### config.mk
export PLATFORM = sky130hd
export DESIGN_NAME = pipe_ctrl
export DESIGN_NICKNAME = d
export VERILOG_FILES = /design/src/rtl/pipe_ctrl.sv
export SDC_FILE = /design/constraint.sdc
export NUM_CORES = 1
export LEC_CHECK = 0
export CAP_MARGIN = 20
export CORE_ASPECT_RATIO = 1.2
export CORE_UTILIZATION = 45
export DETAILED_ROUTE_END_ITERATION = 10
export MAX_ROUTING_LAYER = met4
export PLACE_DENSITY = 0.86
export SLEW_MARGIN = 0
export SYNTH_ARGS = -nofsm -noshare
export SYNTH_HDL_FRONTEND = slang
export SYNTH_SLANG_ARGS = --single-unit
### constraint.sdc
create_clock -name clk -period 1.95 [get_ports clk]
set_input_delay 0.195 -clock clk [delete_from_list [all_inputs] [get_ports clk]]
set_output_delay 0.195 -clock clk [all_outputs]
set_load 0.02 [all_outputs]
### src/rtl/pipe_ctrl.sv
// pipe_ctrl: pipeline scheduler for the 5-stage IF/ID/EX/MEM/WB core.
// It tracks in-flight destination registers in a small scoreboard and stalls
// IF/ID on RAW hazards. On a taken jump or branch resolved in EX it flushes
// IF/ID and ID/EX and redirects the PC.
// Optional feature macro: PIPE_CTRL_BYPASS_EN. When it is defined, forwarding
// paths exist and only a load-use dependence on the EX entry stalls. When it is
// undefined, any source match with the EX or MEM entry stalls.
//
// Handshake/priority contract, evaluated each cycle:
//   ext_pause > ex_jump > flush window > RAW hazard > normal issue.
//   An ID instruction issues into EX at the next edge only when id_valid=1 and
//   no stall or flush is active and ext_pause=0.
//   While ext_pause=1 every register in this block holds its value.
//
// Flush timing: the cycle in which ex_jump is seen is the first flush cycle.
// pc_redirect is asserted in that cycle, and pc_target follows ex_jump_addr
// combinationally. The FLUSH state then carries FLUSH_CYCLES-1 further flush
// cycles. A FLUSH cycle whose counter has reached 0 behaves exactly like RUN.

`ifndef REG_ADDR
`define REG_ADDR 4:0
`endif
`ifndef XLEN_WIDTH
`define XLEN_WIDTH 31:0
`endif

module pipe_ctrl #(
  parameter int unsigned FLUSH_CYCLES = 1
) (
  input  logic               clk,
  input  logic               rst_n,
  input  logic               id_valid,
  input  logic [`REG_ADDR]   id_rs1,
  input  logic [`REG_ADDR]   id_rs2,
  input  logic               id_rs1_used,
  input  logic               id_rs2_used,
  input  logic [`REG_ADDR]   id_rd,
  input  logic               id_rd_we,
  input  logic               id_is_load,
  input  logic               ex_jump,
  input  logic [`XLEN_WIDTH] ex_jump_addr,
  input  logic               ext_pause,
  output logic               pause_if,
  output logic               pause_id,
  output logic               bubble_ex,
  output logic               flush_if,
  output logic               pc_redirect,
  output logic [`XLEN_WIDTH] pc_target,
  output logic               hazard_stall,
  output logic [1:0]         dbg_state,
  output logic [2:0]         dbg_sb_v,
  output logic [2:0]         dbg_sb_ld,
  output logic [2:0][`REG_ADDR] dbg_sb_rd
);

  typedef enum logic [1:0] {
    ST_RUN    = 2'd0,
    ST_HAZARD = 2'd1,
    ST_FLUSH  = 2'd2
  } state_t;

  typedef struct packed {
    logic             v;
    logic [`REG_ADDR] rd;
    logic             ld;
  } sb_entry_t;

  localparam logic [2:0] CNT_INIT = 3'(FLUSH_CYCLES - 1);

  state_t              state_q, state_d;
  logic [2:0]          cnt_q, cnt_d;
  logic [`XLEN_WIDTH]  target_q, target_d;
  sb_entry_t           sb_ex_q, sb_ex_d;
  sb_entry_t           sb_mem_q, sb_mem_d;
  sb_entry_t           sb_wb_q, sb_wb_d;
  logic                hazard;
  logic                flush_busy;
  logic                issue;

  // A source operand matches an in-flight entry (x0 and unused sources never match).
  function automatic logic src_hit(input logic used, input logic [`REG_ADDR] rs,
                                   input sb_entry_t e);
    return used && (rs != '0) && e.v && (e.rd == rs);
  endfunction

  // RAW hazard for the ID instruction. WB never hazards because the regfile is write-first.
  always_comb begin
    hazard = 1'b0;
`ifdef PIPE_CTRL_BYPASS_EN
    hazard = id_valid && sb_ex_q.ld &&
             (src_hit(id_rs1_used, id_rs1, sb_ex_q) || src_hit(id_rs2_used, id_rs2, sb_ex_q));
`else
    hazard = id_valid &&
             (src_hit(id_rs1_used, id_rs1, sb_ex_q)  || src_hit(id_rs2_used, id_rs2, sb_ex_q) ||
              src_hit(id_rs1_used, id_rs1, sb_mem_q) || src_hit(id_rs2_used, id_rs2, sb_mem_q));
`endif
  end

  assign flush_busy = (state_q == ST_FLUSH) && (cnt_q != 3'd0);

  // Next-state and output decode; outputs are forced to 0 while reset is asserted.
  always_comb begin
    state_d      = state_q;
    cnt_d        = cnt_q;
    target_d     = target_q;
    pause_if     = 1'b0;
    pause_id     = 1'b0;
    bubble_ex    = 1'b0;
    flush_if     = 1'b0;
    pc_redirect  = 1'b0;
    hazard_stall = 1'b0;
    pc_target    = target_q;
    issue        = 1'b0;
    if (!rst_n) begin
      pc_target = '0;
    end else if (ext_pause) begin
      pause_if = 1'b1;
      pause_id = 1'b1;
    end else if (ex_jump) begin
      flush_if    = 1'b1;
      bubble_ex   = 1'b1;
      pc_redirect = 1'b1;
      pc_target   = ex_jump_addr;
      target_d    = ex_jump_addr;
      state_d     = ST_FLUSH;
      cnt_d       = CNT_INIT;
    end else if (flush_busy) begin
      flush_if  = 1'b1;
      bubble_ex = 1'b1;
      cnt_d     = cnt_q - 3'd1;
    end else if (hazard) begin
      pause_if     = 1'b1;
      pause_id     = 1'b1;
      bubble_ex    = 1'b1;
      hazard_stall = 1'b1;
      state_d      = ST_HAZARD;
    end else begin
      state_d = ST_RUN;
      issue   = id_valid;
    end
  end

  // Scoreboard shift; everything holds while the pipeline is externally paused.
  always_comb begin
    sb_ex_d  = sb_ex_q;
    sb_mem_d = sb_mem_q;
    sb_wb_d  = sb_wb_q;
    if (!ext_pause) begin
      sb_wb_d  = sb_mem_q;
      sb_mem_d = sb_ex_q;
      sb_ex_d  = '{v: issue && id_rd_we && (id_rd != '0), rd: id_rd, ld: id_is_load};
    end
  end

  // State, counter, redirect target and scoreboard registers.
  always_ff @(posedge clk or negedge rst_n) begin
    if (!rst_n) begin
      state_q  <= ST_RUN;
      cnt_q    <= 3'd0;
      target_q <= '0;
      sb_ex_q  <= '0;
      sb_mem_q <= '0;
      sb_wb_q  <= '0;
    end else begin
      state_q  <= state_d;
      cnt_q    <= cnt_d;
      target_q <= target_d;
      sb_ex_q  <= sb_ex_d;
      sb_mem_q <= sb_mem_d;
      sb_wb_q  <= sb_wb_d;
    end
  end

  assign dbg_state = state_q;
  assign dbg_sb_v  = {sb_wb_q.v, sb_mem_q.v, sb_ex_q.v};
  assign dbg_sb_ld = {sb_wb_q.ld, sb_mem_q.ld, sb_ex_q.ld};
  assign dbg_sb_rd = {sb_wb_q.rd, sb_mem_q.rd, sb_ex_q.rd};

endmodule

==> flow_summary_export.csv <==
group,metric,value,unit
timing,worst_pin_slew,0.695,ns
route,drc,0,
placement,gp_congestion,0.923,
global_routing,grt_util_all_layers,25.7,%
pwr,total_switching_power,1.23,mW
setup_path,critPathLaunch,"dbg_sb_rd[8]$_DFFE_PN0N_",
global_routing,antenna_found_initial,0,
timing,tns,-0.872,ns
yosys,synth_compound_area_share,10.8,%
route,post_drt_wl_per_cell,15.8,microns
yosys,synth_edf_count,0,
run,drv_cap,0,
cells_and_area,final_nets,501,
clock_tree,clock_latency,0.33,ns
floorplanning,die_y,93.3,microns
clock_tree,cts-root-buf,"clkbuf_8",
outcome,status,"complete, but fails checks",
route,dr.pass1.iters,4,
floorplanning,start_util,47.6,%
floorplanning,core,0.00657,sq mm
yosys,ys_ff_latch,58,
setup_path,path_class,"register to output port",
setup_path,cp_data_arrival_time,2.00,ns
setup_path,crit_path_end,"pause_if",
timing,finalSetupViolCount,4,
setup_path,slowest_stage,"dfrtp_1",
yosys,syn_area,0.00313,sq mm
clock_tree,cts_tree,"yes",
global_routing,grt_max_degree,35,
setup_path,cp-start-kind,"register",
placement,dp_hpwl,6040,microns
timing,fin_crit_sh,112,%
placement,portBuffers,116,
route,via_count,2776,
pwr,combPwrFrac,35.0,%
cells_and_area,antenna_cells,0,
pwr,seq_power_share,40.8,%
yosys,synth-seq-area-share,46.4,%
yosys,syn-num-nets,352,
timing,timing.slew.headroom,53.5,%
global_routing,grt_pass1_vias,3007,
yosys,ys_top_cells_by_count,"nand2_1, dfrtp_1, mux2_2, a21boi_0, xor2_1",
yosys,synthTopCellsByArea,"dfrtp_1, mux2_2, nand2_1",
pwr,p_clk_share,24.2,%
timing,period_needed,2.19,ns
setup_path,end_kind,"output port",
floorplanning,row_count,32,
timing,slew_viol_final,0,
yosys,synth_top_area_share,46.4,%
cells_and_area,stdcell_area,0.00470,sq mm
setup_path,rr_worst_depth,6,
pwr,switching_share,31.9,%
timing,fmax,457,MHz
pwr,internal_power,2.62,mW
yosys,synth_top_family_by_area,"multiplexers",
pwr,leakage,2.07,nW
yosys,synth.area.mux_share,18.7,%
pwr,vdd_drop_max,0.527,mV
yosys,synth_adder_area_share,0.801,%
cells_and_area,drive_gt1_share,32.1,%
clock_tree,cts.clk_slew.worst_paths,0.06,ns
yosys,synthSimpleGateAreaFrac,13.0,%
timing,hold_violations,0,
route,ant_nets,0,
cells_and_area,n_fill_cell,499,
clock_tree,cts.sinks,58,
setup_path,crit_chain,"xor2_1 -> nor4_2 -> a32oi_1 -> o22a_2 -> o21ai_4 -> buf_6",
clock_tree,htree_levels,3,
yosys,ys_warn_count,0,
yosys,synthFlopType,"dfrtp_1",
global_routing,grt_overflow,0,
setup_path,reg2reg_slack,0.16,ns
floorplanning,die_w,78.1,microns
outcome,violations,"negative setup slack",
cells_and_area,area_growth_syn_to_layout,50.4,%
setup_path,cp.required,1.75,ns
cells_and_area,multi_input_comb_area,0.00159,sq mm
setup_path,max_stage_delay,0.44,ns
global_routing,grt_pass1_wl,13900,microns
yosys,synth_largest_area_cell,"dfrtp_1",
min_path,hold_class,"input pin to async pin",
clock_tree,clk_path_buf_depth,2,
floorplanning,die-area,0.00728,sq mm
yosys,ys_types,33,
yosys,synth_xor_area_share,5.88,%
yosys,synthArstFlopShare,100,%
setup_path,path_max_fanout,4,
pwr,powerDensity,819,mW/mm^2
clock_tree,cts_inserted_buffers,9,
timing,finClkSkew,0.00209,ns
cells_and_area,seq_area,0.00145,sq mm
floorplanning,ios,117,
setup_path,r2r-end,"dbg_sb_v[0]$_DFFE_PN0N_",
yosys,yosysMostFrequentCell,"nand2_1",
setup_path,r2r-start,"dbg_sb_rd[8]$_DFFE_PN0N_",
route,vias_per_cell,5.21,
yosys,synthesis.instances,294,
route,wirelength,8450,microns
route,drt_iter0_markers,72,
placement,place_area,0.00460,sq mm
timing,rsz0062_at_grt,"yes",
timing,setup_ws,-0.240,ns
yosys,avgSynthCellArea,10.6,sq um
==> registers in the layout, summed over array words and instances (netlist names) <==
signal,cells
target_q,32
cnt_q,3
dbg_sb_ld,3
dbg_sb_v,3
dbg_sb_rd,15
dbg_state,2
==> worst min-delay path by stage <==
stage / start / to / cells after the start
4_1_cts: rst_n / dbg_state[1]$_DFFE_PN0P_ / 2
3_3_place_gp: rst_n / cnt_q[1]$_DFFE_PN0P_ / 1
5_1_grt: rst_n / dbg_state[1]$_DFFE_PN0P_ / 2
2_1_floorplan: rst_n / cnt_q[0]$_DFFE_PN0P_ / 0
3_5_place_dp: rst_n / dbg_state[1]$_DFFE_PN0P_ / 1
6_report: rst_n / dbg_state[1]$_DFFE_PN0P_ / 2
==> worst max-delay path: cells and delay by family, from the launching register on <==
kind	cells	cell delay [ns]
flops	1	0.44
compound gates	3	0.59
simple gates	1	0.32
buf+inv	1	0.14
xor+xnor	1	0.18
==> kinds of logic (layout without fill, tap and decap cells) <==
group / Yosys count / in the layout
buf+inv: 22 / 176
fa+ha+maj: 2 / 2
xor+xnor: 21 / 21
flops: 58 / 58
compound gates: 47 / 47
simple gates: 92 / 92
mux: 52 / 52
==> stage by stage <==
step	utilization (%)	hold WS [ns]	cells	power, mW	setup WS, ns
after CTS	72.9	0.254	533	3.88	-0.222
after floorplan	-	-0.101	294	2.24	0.0386
after detailed placement	70.1	0.0468	513	2.96	-0.613
after global routing	71.6	0.285	533	4.08	-0.320
after global placement	70.1	0.0428	513	2.90	-0.586
final	71.6	0.280	533	3.85	-0.240
==> layout make-up <==
type                    count  share of cell area, %
clock buffers              13                   3.17
clock inverters             3                  0.319
inverters                   4                  0.319
multi-input cells         214                   33.7
flip-flops and latches     58                   30.9
well taps                  85                   2.26
repair buffers            156                   29.4
==> cell usage in the layout, fill, tap and decap left out, types with 2 or more instances in the layout <==
| cell | n |
|---|---|
| xor2_1 | 16 |
| dlygate4sd3_1 | 3 |
| nand2_1 | 68 |
| nor4_2 | 2 |
| nor2_1 | 4 |
| inv_1 | 4 |
| clkbuf_2 | 28 |
| a32oi_1 | 2 |
| a21boi_0 | 32 |
| mux2_2 | 50 |
| clkinv_2 | 3 |
| clkdlybuf4s15_1 | 3 |
| clkbuf_1 | 3 |
| or4_1 | 3 |
| dfrtp_1 | 58 |
| mux2_1 | 2 |
| o21ai_0 | 4 |
| clkdlybuf4s50_1 | 77 |
| nand3_1 | 2 |
| dlygate4sd1_1 | 2 |
| nor4_1 | 2 |
| buf_6 | 5 |
| and2_1 | 3 |
| nor2_2 | 2 |
| buf_4 | 34 |
| nand2b_1 | 3 |
| clkbuf_8 | 10 |
| buf_12 | 4 |
| ha_1 | 2 |
| xnor2_1 | 5 |
==> routing by layer <==
metal / global-route usage (%) / wire length (microns) / vias to the layer above
met5: - / 0 / -
met4: 12.8 / 284 / 0
met3: 5.07 / 582 / 26
met2: 44.7 / 4180 / 120
met1: 27.9 / 3400 / 1331
li1: - / - / 1299
==> timing repair <==
item / in CTS / in global routing
resized for setup: 66 / 93
hold buffers: 3 / 0
pin swaps: 7 / 3
endpoints found under the setup margin: 38 / 36
setup buffers: 1 / 0
hold endpoints to repair: 43 / 0
==> power by group through the flow <==
stage          clock network (mW)  registers, mW  logic (mW)
2_1_floorplan                   0           1.65       0.589
3_3_place_gp                    0           1.57        1.33
3_5_place_dp                    0           1.58        1.37
4_1_cts                     0.963           1.56        1.35
5_1_grt                      1.01           1.60        1.47
6_report                    0.933           1.57        1.35
No activity file was read; power rests on OpenSTA's default activity.
